File: src/rtl/apa102_serializer.sv
// APA102/SK9822 bit serializer: one 32-bit word per valid/ack handshake, MSB-first on led_clk/led_data.
// Optional frame counter output enabled by defining APA102_FRAME_CNT_EN.
module apa102_serializer #(
    parameter int unsigned CLK_DIV = 1
) (
    input  logic       clk,
    input  logic       rst,
    input  logic       framing,
    input  logic       se_frame,
    input  logic [4:0] dat_glo,
    input  logic [7:0] dat_red,
    input  logic [7:0] dat_grn,
    input  logic [7:0] dat_blu,
    input  logic       valid,
    output logic       ack,
`ifdef APA102_FRAME_CNT_EN
    output logic [15:0] frame_cnt,
`endif
    output logic       led_clk,
    output logic       led_data
);

    localparam int unsigned PHASE_W = 16;
    localparam int unsigned WORD_W  = 32;
    localparam logic [PHASE_W-1:0] DIV_M1 = PHASE_W'(CLK_DIV - 1);

    typedef enum logic [1:0] {
        IDLE = 2'd0,
        LO   = 2'd1,
        HI   = 2'd2
    } state_t;

    state_t              state_q;
    logic [WORD_W-1:0]   shift_q;
    logic [PHASE_W-1:0]  phase_q;
    logic [4:0]          bit_q;
    logic                led_clk_q;
    logic                ack_q;
    logic [WORD_W-1:0]   word_d;
    logic                phase_end;
    logic                end_of_word;
    logic                cap;

    // Word formation and capture qualification
    always_comb begin
        word_d = {3'b111, dat_glo, dat_blu, dat_grn, dat_red};
        if (framing) begin
            word_d = se_frame ? {WORD_W{1'b1}} : {WORD_W{1'b0}};
        end
        phase_end   = (phase_q == DIV_M1);
        end_of_word = (state_q == HI) && phase_end && (bit_q == 5'd0);
        cap         = valid && !ack_q && ((state_q == IDLE) || end_of_word);
    end

    always_ff @(posedge clk) begin
        if (rst) begin
            state_q   <= IDLE;
            shift_q   <= '0;
            phase_q   <= '0;
            bit_q     <= '0;
            led_clk_q <= 1'b0;
            ack_q     <= 1'b0;
        end else begin
            ack_q <= cap;
            if (cap) begin
                shift_q   <= word_d;
                bit_q     <= 5'd31;
                phase_q   <= '0;
                led_clk_q <= 1'b0;
                state_q   <= LO;
            end else begin
                case (state_q)
                    IDLE: led_clk_q <= 1'b0;
                    LO: begin
                        if (phase_end) begin
                            phase_q   <= '0;
                            led_clk_q <= 1'b1;
                            state_q   <= HI;
                        end else begin
                            phase_q <= phase_q + PHASE_W'(1);
                        end
                    end
                    HI: begin
                        if (phase_end) begin
                            phase_q   <= '0;
                            led_clk_q <= 1'b0;
                            if (bit_q != 5'd0) begin
                                bit_q   <= bit_q - 5'd1;
                                shift_q <= {shift_q[WORD_W-2:0], 1'b0};
                                state_q <= LO;
                            end else begin
                                // Word done with nothing queued: park with data low
                                shift_q <= '0;
                                state_q <= IDLE;
                            end
                        end else begin
                            phase_q <= phase_q + PHASE_W'(1);
                        end
                    end
                    default: state_q <= IDLE;
                endcase
            end
        end
    end

`ifdef APA102_FRAME_CNT_EN
    logic [15:0] frame_cnt_q;
    logic        end_tag_q;

    // Counts completed end frames; the tag is taken when the word is latched
    always_ff @(posedge clk) begin
        if (rst) begin
            frame_cnt_q <= '0;
            end_tag_q   <= 1'b0;
        end else begin
            if (end_of_word && end_tag_q) begin
                frame_cnt_q <= frame_cnt_q + 16'd1;
            end
            if (cap) begin
                end_tag_q <= framing && se_frame;
            end
        end
    end

    assign frame_cnt = frame_cnt_q;
`endif

    assign ack      = ack_q;
    assign led_clk  = led_clk_q;
    assign led_data = shift_q[WORD_W-1];

endmodule

File: config.mk
export PLATFORM = sky130hd
export DESIGN_NAME = apa102_serializer
export DESIGN_NICKNAME = d
export VERILOG_FILES = /design/src/rtl/apa102_serializer.sv
export SDC_FILE = /design/constraint.sdc
export NUM_CORES = 1
export LEC_CHECK = 0
export CAP_MARGIN = 20
export CORE_ASPECT_RATIO = 2
export CORE_MARGIN = 1
export CORE_UTILIZATION = 30
export CTS_CLUSTER_SIZE = 30
export DETAILED_ROUTE_END_ITERATION = 16
export HOLD_SLACK_MARGIN = 0.03
export SETUP_SLACK_MARGIN = 0.05
export SKIP_CTS_REPAIR_TIMING = 1
export SLEW_MARGIN = 20
export SYNTH_ARGS = -nofsm -noshare
export SYNTH_HDL_FRONTEND = slang
export SYNTH_SLANG_ARGS = --single-unit
File: constraint.sdc
create_clock -name clk -period 3.48 [get_ports clk]
set_clock_uncertainty 0.2 [all_clocks]
set_input_delay 0.696 -clock clk [delete_from_list [all_inputs] [get_ports clk]]
set_output_delay 0.696 -clock clk [all_outputs]
set_load 0.02 [all_outputs]
Yosys cells after proc, flatten, opt, wreduce, memory -nomap -nowiden
Index checks and enable logic that the tools add are counted.
W data, S select, Z words.
{"block": "classes", "add_sub_neg": 2, "n_reduce_logical": 21, "eq_ne": 7, "muxes": 19, "bitwise_logic": 1}
{"cell": "$mux W32", "count": 6}
{"cell": "$mux W5", "count": 4}
{"cell": "$add A16 B1 Y16 const B", "count": 1}
{"cell": "$logic_not A16 Y1", "count": 1}
{"cell": "$mux W16", "count": 1}
{"cell": "$reduce_and A3 Y1", "count": 4}
{"cell": "$ne A2 B2 Y1 const B", "count": 3}
{"cell": "$ne A3 B3 Y1 const B", "count": 2}
{"cell": "$pmux W2 S3", "count": 1}
{"cell": "$reduce_bool A2 Y1", "count": 3}
{"cell": "$logic_not A5 Y1", "count": 1}
{"cell": "$reduce_bool A5 Y1", "count": 1}
{"cell": "$sub A5 B1 Y5 const B", "count": 1}
{"cell": "$logic_and A1 B1 Y1", "count": 4}
{"cell": "$mux W1", "count": 4}
{"cell": "$mux W2", "count": 2}
{"cell": "$reduce_or A2 Y1", "count": 2}
{"cell": "$pmux W1 S3", "count": 1}
{"cell": "$reduce_bool A3 Y1", "count": 1}
{"cell": "$eq A2 B1 Y1 const B", "count": 1}
{"cell": "$eq A2 B2 Y1 const B", "count": 1}
{"cell": "$logic_not A2 Y1", "count": 1}
{"cell": "$reduce_and A2 Y1", "count": 1}
{"cell": "$logic_not A1 Y1", "count": 1}
{"cell": "2 further kinds", "count": 2}
{"block": "totals", "input_bits": 34, "register_bits": 57, "out_inout_bits": 3, "elab_cells": 57}

Longest topological paths before layout
Gate-level depths: netlist of the first run.
{"block": "logic_depth", "word_depth": 7, "ltp_mapped": 10}

Worst setup path after synthesis of the first run
OpenSTA, ideal clock, no wires.
{"block": "synth_path", "path_kind": "register to register", "start": "register state_q[0]", "end": "register shift_q[10]", "path_slack_ns": 1.241, "setup_time_ns": 0.092, "arrival_ns": 1.947, "period_less_slack_ns": 2.239, "path_stages_with_launch": 10, "n_path_buf": 3, "required_time_ns": 3.188, "path_cell_list": "dfxtp_1 inv_1 ha_1 clkbuf_1 and3b_1 clkbuf_1 nor2_1 buf_2 a21oi_1 o32ai_1"}
{"block": "synth_between", "elab_chain_len": 7}
{"element": "start, declared", "line_no": "33", "source": "state_t state_q;"}
{"element": "start signal, assigned", "line_no": "57", "source": "state_q <= IDLE;"}
{"element": "start signal, assigned", "line_no": "70", "source": "state_q <= LO;"}
{"element": "start signal, assigned", "line_no": "78", "source": "state_q <= HI;"}
{"element": "$eq A2 B2 Y1", "line_no": "51, 72"}
{"element": "$logic_and A1 B1 Y1 (2 in series)", "line_no": "51", "source": "end_of_word = (state_q == HI) && phase_end && (bit_q == 5'd0);"}
{"element": "$logic_or A1 B1 Y1", "line_no": "52", "source": "cap = valid && !ack_q && ((state_q == IDLE) || end_of_word);"}
{"element": "$logic_and A1 B1 Y1", "line_no": "52"}
{"element": "$reduce_bool A2 Y1 (no line)"}
{"element": "$reduce_and A2 Y1 (no line)"}
{"element": "end signal, assigned", "line_no": "66", "source": "shift_q <= word_d;"}
{"element": "end signal, assigned", "line_no": "89", "source": "shift_q <= {shift_q[WORD_W-2:0], 1'b0};"}
{"element": "end, declared", "line_no": "34", "source": "logic [WORD_W-1:0] shift_q;"}
Parallel ways exist; a longest one is shown, timed or not.
A chain may end at the register's enable or synchronous reset.

Worst setup path after layout of the first run
{"block": "layout_path", "start": "register state_q[0]", "end": "register shift_q[16]"}
The elaborated chain is that of the path after synthesis.

==> results of run 1 <==
through the flow:
step / instance area [um^2] / utilization (%) / cells
2_1_floorplan: 2800 / - / 344
3_3_place_gp: 3250 / 36.1 / 468
3_5_place_dp: 3250 / 36.1 / 468
4_1_cts: 3560 / 39.5 / 483
5_1_grt: 3560 / 39.5 / 483
6_report: 3560 / 39.5 / 483
cells in the final DEF (no fill, tap or decap), types with 2 or more instances in the layout:
cell / Yosys / layout
nor2_1: 81 / 81
dfxtp_1: 57 / 57
a21oi_1: 42 / 42
clkdlybuf4s50_1: 0 / 36
o32ai_1: 28 / 28
nand2_1: 18 / 18
xor2_1: 10 / 10
inv_1: 9 / 9
clkbuf_16: 0 / 9
nand3_1: 8 / 8
buf_4: 0 / 8
nor3_1: 7 / 7
ha_1: 7 / 7
nand4_1: 6 / 6
nand2b_1: 4 / 4
a31oi_1: 4 / 4
o21ai_0: 3 / 3
and4_1: 3 / 3
and3_1: 3 / 3
a211oi_1: 3 / 3
xnor2_1: 3 / 3
nor2b_1: 2 / 2
nor4b_1: 2 / 2
nor4_1: 2 / 2
nor4b_2: 2 / 2
clkbuf_1: 13 / 2
bufinv_16: 0 / 2
worst register-to-register path: stages (launching register included):
cell      delay (ps)
dfxtp_1          300
inv_1            110
ha_1             360
nor4b_2          290
and4_1           360
a21oi_1          100
buf_4            160
nand2b_1         330
buf_4            280
o32ai_1          110
per-layer routing:
metal  GRT usage (%)  routed length [um]  up-vias
li1                -                   -     1309
met1            16.0                2910     1207
met2            28.5                3730       54
met3            3.92                 247       13
met4            7.79                 172        0
met5               0                   0        -
final timing paths:
check | startpoint | endpoint | slack [ps] | cells after the start
worst max-delay path | state_q[0]$_SDFFE_PP0P_ | shift_q[16]$_SDFFE_PP0P_ | 780 | 9
worst min-delay path | shift_q[0]$_SDFFE_PP0P_ | shift_q[0]$_SDFFE_PP0P_ | 270 | 2
worst max register to register | state_q[0]$_SDFFE_PP0P_ | shift_q[16]$_SDFFE_PP0P_ | 780 | 9
worst min register to register | shift_q[0]$_SDFFE_PP0P_ | shift_q[0]$_SDFFE_PP0P_ | 270 | 2
area by class of cell:
cell class,instances,area [um^2]
timing repair buffer,45,440
clock inverter,3,65.1
fill,914,5450
inverter,9,33.8
clock buffer,12,246
tap,102,128
multi-input combinational,255,1510
sequential,57,1140
flip-flops by register name (all words and copies together), names as in the netlist:
register  cells
ack           1
state_q       2
led_clk       1
shift_q      32
bit_q         5
phase_q      16
power breakdown:
part | total (mW) | switching [mW] | internal (mW)
Clock | 0.933 | 0.293 | 0.640
Combinational | 0.589 | 0.338 | 0.251
Sequential | 0.847 | 0.0712 | 0.776
logic make-up after synthesis:
family	synth area share [%]
adder cells (fa/ha/maj)	3.13
multiplexers	0.357
buffers and inverters	5.40
flip-flops	40.7
XOR/XNOR	4.06
AND/OR/NAND/NOR	25.7
AO/OA/AOI/OAI	20.6
==> reports/metrics.csv, run 1 <==
stage;metric;value;unit
clock_tree;clk buf depth;2;
die;die width;70.3;um
die;Die ar.;9750;um^2
status;status;complete, no violations;
die;Die Y;139;um
drt;drt wl/cell;14.6;um
drt;vias per cell;5.35;
synth;number of synthesized flops with an enable pin;0;
place;I/O Buffers;36;
global_routing;GRT overflow;0;
die;area of the core;9010;um^2
place;pre-CTS WS;712;ps
synth;Synth Net Count;385;
layout;ANT cells;0;
global_routing;vias in the first global route;2665;
synth;yosys warns;0;
layout;Final nets;418;
synth;async set-or-reset flop fraction in the synthesized netlist;0;%
pwr;VDD IR max;0.282;mV
place;dpl hpwl;5.00;mm
synth;area leader, netlist;dfxtp_1;
drt;DRT Pass-1 Iters;4;
drt;Iter 0 DRT Violations;178;
timing;Slew Viols, Final;0;
die;initial core utilization;31.1;%
timing;Least-Margin Pin Slew;593;ps
setup_path;Critical Path RT;3510;ps
timing;Final Critical Period;2700;ps
drt;final WL;7.07;mm
synth;top-count cell post-synth;nor2_1;
timing;Fin. Hold Viols;0;
timing;ratio of final minimum period to clock period;77.6;%
synth;Synth area leaders;dfxtp_1, nor2_1, o32ai_1, a21oi_1, ha_1;
drt;Vias;2583;
clock_tree;cts bufs inserted;9;
clock_tree;CTS tree;done;
setup_path;crit-path max cell delay;360;ps
pwr;pwr dens;665;nW/um^2
die;Row Count;49;
global_routing;first-pass GRT wire length;12.2;mm
setup_path;Critical Path AT;2730;ps
drt;DRC violations left;0;
synth;area of the mapped netlist;2800;um^2
clock_tree;Reg clk slew, reported paths;50;ps
clock_tree;clock root cell;clkbuf_16;
die;I/O pin total;37;
setup_path;Worst Path Max Fanout;11;
flow_run;max capacitance violation total;0;
layout;share of cells above drive strength 1;7.35;%
layout;Area growth, synth to finish;27.2;%
synth;synthesized instance count;344;
pwr;LEAKAGE;1.31;nW
synth;Distinct cells, synth;43;
drt;Detail Route Antenna Nets;0;
setup_path;Buf/Inv on CP;3;
synth;flop and latch count out of synthesis;57;
timing;Slew HR;60.2;%
pwr;Tot Pwr;2.37;mW
global_routing;total track usage;15.6;%
timing;setup TNS;0;ps
setup_path;critical path's most frequent cell;buf_4;
min_path;Hold Path Class;reg -> reg;
synth;top-area cell type share of the netlist area;40.7;%
setup_path;Critical Path End Type;register;
setup_path;CP max-delay cell;ha_1;
timing;final setup margin;781;ps
clock_tree;H-tree depth;3;
global_routing;pin count of the biggest net entering global routing;37;
setup_path;delay-heaviest family, CP;simple AND/OR/NAND/NOR gates;
timing;RSZ-0062 raised after global routing;false;
setup_path;CP Launch Type;register;
timing;Hold Slack;275;ps
synth;Avg Inst Size Synth;8.14;um^2
setup_path;critical path class;reg -> reg;
place;Placer Congestion;0.796;
synth;commonest cells in the netlist;nor2_1, dfxtp_1, a21oi_1;
timing;Highest Clock Rate;371;MHz
setup_path;worst path cell trace;inv_1, ha_1, nor4b_2, and4_1, a21oi_1, buf_4, nand2b_1, buf_4, o32ai_1;
clock_tree;clk_lat worst skew;330;ps
global_routing;initial antenna violation count;0;
synth;register area share after synthesis;40.7;%
synth;ys flop type;dfxtp_1;
timing;setup violators final;0;
clock_tree;clk sinks;57;
(Power assumes the default switching activity.)
==> inputs of run 2 (changes only) <==
==> constraint.sdc (replaced) <==
create_clock -name clk -period 2.65 [get_ports clk]
set_clock_uncertainty 0.2 [all_clocks]
set_input_delay 0.53 -clock clk [delete_from_list [all_inputs] [get_ports clk]]
set_output_delay 0.53 -clock clk [all_outputs]
set_load 0.02 [all_outputs]
==> reports/metrics.csv, run 2 (same netlist as run 1, synthesis figures left out) <==
stage;metric;value;unit;change
timing;Final Critical Period;2250;ps;-450 ps
setup_path;worst path cell trace;inv_1, ha_1, nor4b_1, nand4_1, nand2_1, buf_12, nor2_1, o32ai_1;;
drt;DRC violations left;0;;unchanged
pwr;P_sw;0.950;mW;+35%
die;initial core utilization;31.1;%;unchanged
timing;Least-Margin Pin Slew;570;ps;-22.3 ps
setup_path;critical path class;reg -> reg;;
pwr;VDD IR max;0.370;mV;+31%
clock_tree;CTS tree;done;;
clock_tree;clock root cell;clkbuf_16;;
pwr;Pint;2.44;mW;+46%
layout;max FFs per register;32;;unchanged
global_routing;total track usage;15.7;%;+0.11 points
layout;Largest regs;shift_q x32, phase_q x16, bit_q x5;;
place;placed cell count;473;;+1.1%
layout;ANT cells;0;;unchanged
drt;vias per cell;5.38;;+0.57%
place;Placer Congestion;0.817;;+2.6%
die;Die ar.;9750;um^2;unchanged
die;Row Count;49;;unchanged
pwr;Clock Power Share;43.3;%;+3.9 points
timing;Highest Clock Rate;445;MHz;+20%
pwr;LEAKAGE;1.38;nW;+5.3%
die;area of the core;9010;um^2;unchanged
setup_path;Critical Path AT;2280;ps;-450 ps
pwr;Combinational Power Share;23.8;%;-1.1 points
clock_tree;clk_lat worst skew;330;ps;about the same
layout;Area growth, synth to finish;31.8;%;
die;die width;70.3;um;unchanged
pwr;pwr dens;918;nW/um^2;+38%
layout;share of cells above drive strength 1;9.30;%;+2.0 points
global_routing;initial antenna violation count;0;;unchanged
global_routing;GRT overflow;0;;unchanged
timing;Slew HR;61.9;%;+1.7 points
pwr;sw frac;28.0;%;-1.6 points
setup_path;Worst Path Max Fanout;29;;+18
drt;Detail Route Antenna Nets;0;;unchanged
global_routing;vias in the first global route;2717;;+2.0%
layout;commonest non-fill, non-tap cell in the layout;nor2_1;;
die;I/O pin total;37;;unchanged
status;status;complete, no violations;;
drt;DRT Pass-1 Iters;4;;unchanged
layout;non-filler instance count after layout;489;;+1.2%
clock_tree;clk sinks;57;;unchanged
global_routing;pin count of the biggest net entering global routing;30;;-19%
pwr;sequential fraction of design power;32.9;%;-2.9 points
setup_path;CP max-delay cell;dfxtp_1;;
drt;Vias;2630;;+1.8%
setup_path;CP Launch Type;register;;
timing;setup violators final;0;;unchanged
setup_path;Critical Path End Type;register;;
min_path;Hold Path Class;reg -> reg;;
layout;most frequent cells in the layout;nor2_1, dfxtp_1, a21oi_1, clkdlybuf4s50_1, o32ai_1;;
drt;Iter 0 DRT Violations;203;;+14%
place;I/O Buffers;36;;unchanged
timing;RSZ-0062 raised after global routing;false;;
clock_tree;Reg clk slew, reported paths;50;ps;about the same
timing;setup TNS;0;ps;unchanged
timing;ratio of final minimum period to clock period;84.9;%;+7.3 points
setup_path;crit-path max cell delay;350;ps;about the same
layout;Biggest register;shift_q;;
place;dpl hpwl;5.04;mm;+0.68%
setup_path;Critical Path RT;2680;ps;-830 ps
timing;Fin. Hold Viols;0;;unchanged
flow_run;max capacitance violation total;0;;unchanged
clock_tree;clk buf depth;2;;unchanged
clock_tree;cts bufs inserted;9;;unchanged
drt;drt wl/cell;14.8;um;+1.1%
die;Die Y;139;um;unchanged
layout;Final nets;423;;+1.2%
global_routing;first-pass GRT wire length;12.1;mm;-0.57%
timing;Slew Viols, Final;0;;unchanged
clock_tree;H-tree depth;3;;unchanged
drt;final WL;7.24;mm;+2.4%
[run 2: cell type report]
cell class	instances	area (um^2)
Timing Repair Buffer	50	503
Inverter	9	33.8
Clock inverter	5	125
Multi-Input combinational cell	255	1510
Sequential cell	57	1140
Tap cell	102	128
Fill cell	909	5320
Clock buffer	11	253
[run 2: path summary, 6_finish.rpt]
| check | startpoint | end | slack, ps | cells past startpoint |
|---|---|---|---|---|
| worst max-delay path | phase_q[0]$_SDFFE_PP0P_ | shift_q[12]$_SDFFE_PP0P_ | 400 | 8 |
| worst min-delay path | shift_q[29]$_SDFFE_PP0P_ | shift_q[29]$_SDFFE_PP0P_ | 270 | 2 |
| worst max register to register | phase_q[0]$_SDFFE_PP0P_ | shift_q[12]$_SDFFE_PP0P_ | 400 | 8 |
| worst min register to register | shift_q[29]$_SDFFE_PP0P_ | shift_q[29]$_SDFFE_PP0P_ | 270 | 2 |
[run 2: power groups by stage]
stage | clock network (mW) | logic, mW | registers (mW)
after floorplan | 0 | 0.555 | 1.11
after global placement | 0 | 0.794 | 1.12
final | 1.47 | 0.807 | 1.11
after global routing | 1.53 | 0.910 | 1.13
after detailed placement | 0 | 0.813 | 1.13
after CTS | 1.49 | 0.817 | 1.11
[run 2: routing by layer]
layer / vias to the layer above / global-route usage [%] / share of wire [%] / wire length, um
met5: - / 0 / 0 / 0
met4: 0 / 9.26 / 3.4 / 246
met3: 16 / 3.71 / 4.0 / 286
met2: 67 / 28.7 / 55 / 3970
met1: 1228 / 15.6 / 38 / 2740
li1: 1319 / - / - / -
[run 2: critical path, delay by kind of cell, from the launching register on]
kind / cells / cell delay [ps]
AOI/OAI and AO/OA: 1 / 250
adders and majority gates: 1 / 180
buffers and inverters: 2 / 300
DFF: 1 / 350
and+or+nand+nor: 4 / 850
[run 2: through the flow]
step                hold slack (ps)  utilization (%)  power (mW)  setup slack (ps)  area (um^2)
floorplan                       251                -        1.67               411         2800
global placement                263             36.8        1.92               322         3310
detailed placement              268             36.8        1.94               278         3310
CTS                             276             41.0        3.42               371         3690
global route                    298             41.0        3.58               147         3690
finish                          273             41.0        3.39               401         3690
